`config.mk`:
```
export PLATFORM = sky130hd
export DESIGN_NAME = idex_elastic_stage
export DESIGN_NICKNAME = d
export VERILOG_FILES = /design/src/rtl/idex_elastic_stage.sv
export SDC_FILE = /design/constraint.sdc
export NUM_CORES = 1
export LEC_CHECK = 0
export ABC_CLOCK_PERIOD_IN_PS = 2300
export CORE_AREA = 10 10 185 187
export DETAILED_ROUTE_END_ITERATION = 8
export DIE_AREA = 0 0 195 197
export PLACE_DENSITY = 0.88
export SYNTH_ARGS = -nofsm -noshare
export SYNTH_HDL_FRONTEND = slang
export SYNTH_SLANG_ARGS = --single-unit
```
`constraint.sdc`:
```
create_clock -name clk -period 2.3 [get_ports clk]
set_input_delay 0.345 -clock clk [delete_from_list [all_inputs] [get_ports clk]]
set_output_delay 0.345 -clock clk [all_outputs]
set_load 0.02 [all_outputs]
```
`src/rtl/idex_elastic_stage.sv`:
```
// ID/EX elastic pipeline stage: valid/ready handshake, main register plus one skid entry, flush to bubble.
// Optional stall counter on stall_cnt_o when IDEX_STALL_CNT_EN is defined.
module idex_elastic_stage #(
  parameter int unsigned CTRL_W = 9,
  parameter int unsigned DATA_W = 169,
  parameter int unsigned CNT_W  = 16
) (
  input  logic              clk,
  input  logic              reset,
  input  logic              flush_i,
  input  logic              in_valid_i,
  output logic              in_ready_o,
  input  logic [CTRL_W-1:0] in_ctrl_i,
  input  logic [DATA_W-1:0] in_data_i,
  output logic              out_valid_o,
  input  logic              out_ready_i,
  output logic [CTRL_W-1:0] out_ctrl_o,
  output logic [DATA_W-1:0] out_data_o
`ifdef IDEX_STALL_CNT_EN
  ,
  output logic [CNT_W-1:0]  stall_cnt_o
`endif
);

  typedef enum logic [1:0] {EMPTY, ONE, FULL} state_t;

  state_t              state_q, state_d;
  logic [CTRL_W-1:0]   main_ctrl_q, skid_ctrl_q;
  logic [DATA_W-1:0]   main_data_q, skid_data_q;
  logic                in_ready_q;
  logic                accept, drain;
  logic                main_from_in, main_from_skid, skid_from_in;

  // Flush wins: an entry offered in the flush cycle is never taken.
  assign accept = in_valid_i & in_ready_q & ~flush_i;
  assign drain  = (state_q != EMPTY) & out_ready_i;

  always_comb begin
    state_d        = state_q;
    main_from_in   = 1'b0;
    main_from_skid = 1'b0;
    skid_from_in   = 1'b0;
    if (flush_i) begin
      state_d = EMPTY;
    end else begin
      case (state_q)
        EMPTY: if (accept) begin
          state_d      = ONE;
          main_from_in = 1'b1;
        end
        ONE: begin
          if (drain && accept) begin
            main_from_in = 1'b1;
          end else if (drain) begin
            state_d = EMPTY;
          end else if (accept) begin
            state_d      = FULL;
            skid_from_in = 1'b1;
          end
        end
        FULL: if (drain) begin
          state_d        = ONE;
          main_from_skid = 1'b1;
        end
        default: state_d = EMPTY;
      endcase
    end
  end

  always_ff @(posedge clk or negedge reset) begin
    if (!reset) begin
      state_q     <= EMPTY;
      in_ready_q  <= 1'b1;
      main_ctrl_q <= '0;
      main_data_q <= '0;
      skid_ctrl_q <= '0;
      skid_data_q <= '0;
    end else begin
      state_q    <= state_d;
      // Ready is a function of next state only, so out_ready_i never reaches in_ready_o combinationally.
      in_ready_q <= (state_d != FULL);
      if (main_from_in) begin
        main_ctrl_q <= in_ctrl_i;
        main_data_q <= in_data_i;
      end else if (main_from_skid) begin
        main_ctrl_q <= skid_ctrl_q;
        main_data_q <= skid_data_q;
      end
      if (skid_from_in) begin
        skid_ctrl_q <= in_ctrl_i;
        skid_data_q <= in_data_i;
      end
      if (flush_i) begin
        main_ctrl_q <= '0;
        skid_ctrl_q <= '0;
        skid_data_q <= '0;
      end
    end
  end

  assign in_ready_o  = in_ready_q;
  assign out_valid_o = (state_q != EMPTY);
  // Bubbles carry zero control so no write enable can fire from a stale entry.
  assign out_ctrl_o  = out_valid_o ? main_ctrl_q : '0;
  assign out_data_o  = main_data_q;

`ifdef IDEX_STALL_CNT_EN
  logic [CNT_W-1:0] stall_cnt_q;

  always_ff @(posedge clk or negedge reset) begin
    if (!reset)
      stall_cnt_q <= '0;
    else if (out_valid_o && !out_ready_i && !(&stall_cnt_q))
      stall_cnt_q <= stall_cnt_q + 1'b1;
  end

  assign stall_cnt_o = stall_cnt_q;
`endif

endmodule

```
After elaboration in Yosys (flattened, before gate mapping):

Cells that the tools add are included.

* flip-flop bits (word level): 359
* bits in latches: 0
* memory bits (writable): 0
* ROM bits: 0
* bits of input ports: 183
* output and inout port bits: 180
* logic and storage cells: 47
* memories kept: 0

* add/sub/neg operators: 0
* $mul: 0
* divide/modulo/power cells: 0
* $lt $le $gt $ge: 0
* equality and inequality tests: 3
* shifts and indexed selects: 0
* mux-type cells: 28
* bitwise gates (word level): 4
* reductions and logical operators: 6

Operators by type and width (count)
* two-way mux 169 bit: 4
* two-way mux 9 bit: 6
* two-way mux 2 bit: 6
* two-way mux 1 bit: 10
* case mux 2 bit (3 select lines): 1
* nonzero test 2 bit: 3
* bitwise AND 1 bit: 3
* nonzero test 3 bit: 1
* == test 2 x 1 -> 1 bit (second input constant): 1
* == test 2 bit (second input constant): 1
* zero test 2 bit: 1
* inequality test 2 bit (second input constant): 1
* case mux 1 bit (2 select lines): 1
* logical AND 1 bit: 1
* NOT 1 bit: 1

Logic depth before layout (Yosys ltp):

Gate-level depths: netlist of run 1.

* depth in word-level cells: 9
* depth in mapped cells: 8
* depth with buffers taken out: 4

Worst setup path before layout of run 1:

OpenSTA, ideal clock, no wires.

* path type: reg2reg
* start point: register in_ready_q, in the netlist in_ready_o
* end point: register main_data_q[100], in the netlist out_data_o[100]
* library setup time: 0.066 ns
* arrival: 1.721 ns
* data required time: 2.234 ns
* setup slack: 0.513 ns
* cell stages (with the launch flop): 7
* buffers on the path: 2
* period minus slack after synthesis: 1.787 ns
* cell sequence: dfstp_2 nand2_1 nor4_4 clkbuf_1 buf_2 a22oi_1 nand2_1

* cells in the longest elaborated chain, start to end: 7
* elaborated cells between the ends (all ways): 9
* those cells by class: mux (5); bitwise (2); reduce/logical (2)

RTL lines
* from (decl): RTL line 30 `logic in_ready_q;`
* from (signal assigned): RTL line 81 `in_ready_q <= (state_d != FULL);`
* bitwise AND 1 bit * (2 in a row): RTL line 35 `assign accept = in_valid_i & in_ready_q & ~flush_i;`
* logical AND 1 bit: RTL line 52 `if (drain && accept) begin`
* two-way mux 1 bit: RTL line 52
* case mux 1 bit (2 select lines) *: RTL line 46 `case (state_q)`
* two-way mux 1 bit *: RTL line 43 `if (flush_i) begin`
* two-way mux 169 bit or nonzero test 2 bit (tied branches)
* to (signal assigned): RTL line 84 `main_data_q <= in_data_i;`
* to (signal assigned): RTL line 87 `main_data_q <= skid_data_q;`
* to (decl): RTL line 29 `logic [DATA_W-1:0] main_data_q, skid_data_q;`

Every way passes the cells marked *; elsewhere a longest branch is shown, timed or not.
A chain may end at the register's enable or synchronous reset.

Final worst setup path of run 1:

* start point: register state_q[0]
* end point: output port out_ctrl_o[3]

* cells in the longest elaborated chain, start to end: 2

RTL lines
* from (decl): RTL line 27 `state_t state_q, state_d;`
* from (signal assigned): RTL line 79 `state_q <= state_d;`
* nonzero test 2 bit: RTL line 102 `assign out_valid_o = (state_q != EMPTY);`
* two-way mux 9 bit: RTL line 104 `assign out_ctrl_o = out_valid_o ? main_ctrl_q : '0;`
* to (decl): RTL line 17 `output logic [CTRL_W-1:0] out_ctrl_o,`

No other way between the ends.

==> results of run 1 <==
-- worst max-delay path, stage by stage (launching register included) --
cell and delay [ps]:
sky130_fd_sc_hd__dfrtp_2 450, sky130_fd_sc_hd__nor2_4 50, sky130_fd_sc_hd__buf_4 170, sky130_fd_sc_hd__nor2b_1 110
sky130_fd_sc_hd__clkdlybuf4s50_1 620
-- Yosys cell counts, drive strengths merged, types with 2 or more instances --
master	n	share of area
a22oi	169	0.084
dfrtp	358	0.59
nor4	2	0.0022
inv	3	0.00075
mux2i	9	0.0060
buf	61	0.020
nand3b	179	0.089
nor2b	10	0.0041
nor2	2	0.00050
nand2	705	0.18
o21ai	9	0.0030
clkbuf	56	0.014
-- path summary, 6_finish.rpt --
| path | endpoint | cells after the start |
|---|---|---|
| worst max-delay path | out_ctrl_o[3] | 4 |
| worst min-delay path | state_q[0] | 2 |
| worst max register to register | out_data_o[152] | 6 |
| worst min register to register | out_data_o[84] | 2 |
| max in group asynchronous | out_data_o[143] | 3 |
| min in group asynchronous | out_data_o[92] | 2 |
-- kinds of logic after synthesis --
family          share of synthesized area
compound gates                     0.0893
buf+inv                            0.0348
xor+xnor                         0.000581
simple gates                        0.274
flops                               0.596
mux                               0.00597
-- power by group --
group,internal [mW],switching (mW)
registers,6.95,0.433
logic,1.65,1.86
clock network,3.68,2.49
total,12.3,4.79
-- per-stage QoR --
stage | hold WS, ps | total power [mW]
floorplan | 49.4 | 8.85
global placement | 373 | 10.9
detailed placement | 375 | 11.0
CTS | 87.7 | 17.2
global route | 114 | 17.7
finish | 101 | 17.1
-- metal layers --
metal,vias to the layer above,share of wire,wire [um],global-route usage
met5,-,0.00038,18,0
met1,6566,0.39,18600,0.308
met4,2,0.040,1890,0.101
met3,126,0.091,4320,0.0608
met2,684,0.48,22800,0.387
li1,5899,-,-,-
-- state kept, by name, summed over array words and instances (netlist names) --
register,flops
main_ctrl_q,9
state_q,2
in_ready_o,1
skid_data_q,169
skid_ctrl_q,9
out_data_o,169
-- final cells by class --
type | count | area (sq um)
fillers | 2168 | 9660
flip-flops and latches | 359 | 8990
multi-input cells | 1093 | 5630
repair buffers | 419 | 4370
clock buffers | 53 | 1140
well taps | 396 | 495
clock inverters | 12 | 128
inverters | 3 | 11.3
diodes | 3 | 7.51
-- repair_timing --
item	in CTS	in global routing
gates cloned	0	0
setup endpoints to repair	10	7
resized for setup	4	7
setup buffers	0	2
hold buffers	1	0
endpoints found under the hold margin	56	0
==> results by group, run 1 <==
Cells and area
  • Layout cells sized above 1: 0.0665
  • Net count, final: ~2100
  • Final design area excluding fillers: 20800 sq um
  • Number of standard cells in the layout, taps in and fillers out: 2338
  • Most frequent cells in the layout: sky130_fd_sc_hd__nand2_1, sky130_fd_sc_hd__dfrtp_1, sky130_fd_sc_hd__clkdlybuf4s50_1
  • Util after Layout: 0.682
  • Layout-stage area growth over the synthesis result: 37.7%
  • Most frequent standard cell in the layout excluding fill and tap cells: sky130_fd_sc_hd__nand2_1

Setup path
  • Minimum setup slack among reg-to-reg paths: about 320 ps
  • Data required time of the worst path: 1960 ps
  • Type of origin of the critical path: flip-flop
  • Timing startpoint of the critical path: state_q[0]
  • Worst Path Class, Setup: reg2out
  • Critical path peak fanout: 7
  • Worst reg2reg path startpoint: in_ready_o
  • Crit path capture type: output port
  • Data arrival time of the critical path: 1920 ps

Clocking
  • Worst-skew pair later-pin latency: 520 ps
  • Cell chosen for the clock root: sky130_fd_sc_hd__clkbuf_16
  • Clk sinks: around 360
  • H-tree levels: 2
  • Post-CTS clock slew at the launch and capture registers of the worst setup and hold paths: around 60 ps
  • Maximum clock path buffer count: 3
  • TritonCTS clock tree: yes
  • Clock buffers created by TritonCTS: 39

Synthesis
  • Gate count of the mapped netlist: 1572
  • Post-synth cell types: 24
  • Synthesized Nets: 1755
  • Count of warnings emitted by yosys: 0
  • Number of flops mapped to enable cells by yosys: 0
  • Post-synthesis cell area: around 15000 sq um
  • Most instantiated flip-flop cell in the synthesis netlist: sky130_fd_sc_hd__dfrtp_1
  • Async set-reset flop share out of synthesis: 1.00
  • Mean instance size in the synthesized netlist: around 9.6 sq um
  • Register area share after synthesis: 0.596
  • Post-synthesis sequential element count: 359

STA
  • PnR worst setup slack: roughly 40 ps
  • Sum Neg Setup Slack: 0 ps
  • Clock period minus final worst setup slack: 2260 ps
  • Slew HR: 0.296
  • Crit share post-route: 0.983
  • Slew Limit Fails: 0
  • Hold violation total from the final report: 0
  • RSZ-0062 raised after global routing: false
  • Worst-Margin Slew: 1060 ps
  • Final worst clock skew: 7.20 ps
  • Maximum achievable frequency: between 400 and 500 MHz
  • # setup viols final: 0

Routing
  • Routed via count divided by cell count: 5.68
  • Number of antenna-violating nets in the routed design: 0
  • Number of search-and-repair iterations in the first detailed-routing pass: 5
  • Via count: 13300
  • DRC violation total after the first TritonRoute iteration: 1122
  • DRC viols: 0
  • Final wirelength: 47600 um
  • Routed length per placed instance: 20.4 um

Power and ir drop
  • Peak supply drop: ~0.63 mV
  • Leakage power figure: 10.3 nW
  • Power per cell area: approximately 820 nW/um^2

Floorplan
  • Number of core rows: 64
  • Floorplan die height: ~200 um
  • Starting density of the core: 0.496
  • Core region area: roughly 30000 sq um
  • Overall die area: 38400 sq um
  • Horizontal extent of the die: 195 um
  • Number of I/O pins: 363

Place
  • Cell Area, Placed: 19400 sq um
  • Post-detail-place hpwl: 31600 um
  • Count of input and output buffers: 362
  • Final weighted congestion of routability-driven global placement: 0.849
  • Setup slack after placement: 89.2 ps
  • Number of cells in the design after placement: approximately 2300

GRT
  • Number of global-route vias before repair: 14000
  • First-pass GRT wire length: 76700 um
  • GRT Overall Usage: 0.241
  • Largest net degree at the start of global routing: 122
  • Number of antenna violations at the first check in global routing: 4
  • Overall overflow remaining after global route: 0

Hold path
  • Worst min path class: in2reg
  • Startpoint of the worst hold path: flush_i

Job
  • MaxCap Viol Count: 0

Run status
  • Run status: complete, no violations
No activity file was read; power rests on OpenSTA's default activity.
==> run 2, diff against run 1 <==
--- a/config.mk
+++ b/config.mk
@@ -7,6 +7,7 @@
 export LEC_CHECK = 0
 export ABC_CLOCK_PERIOD_IN_PS = 2300
 export CORE_AREA = 10 10 185 187
+export CTS_CLUSTER_DIAMETER = 100
 export DETAILED_ROUTE_END_ITERATION = 8
 export DIE_AREA = 0 0 195 197
 export PLACE_DENSITY = 0.88
==> results of run 2 <==
The final DEF is identical to that of run 1; final timing and power are the same.
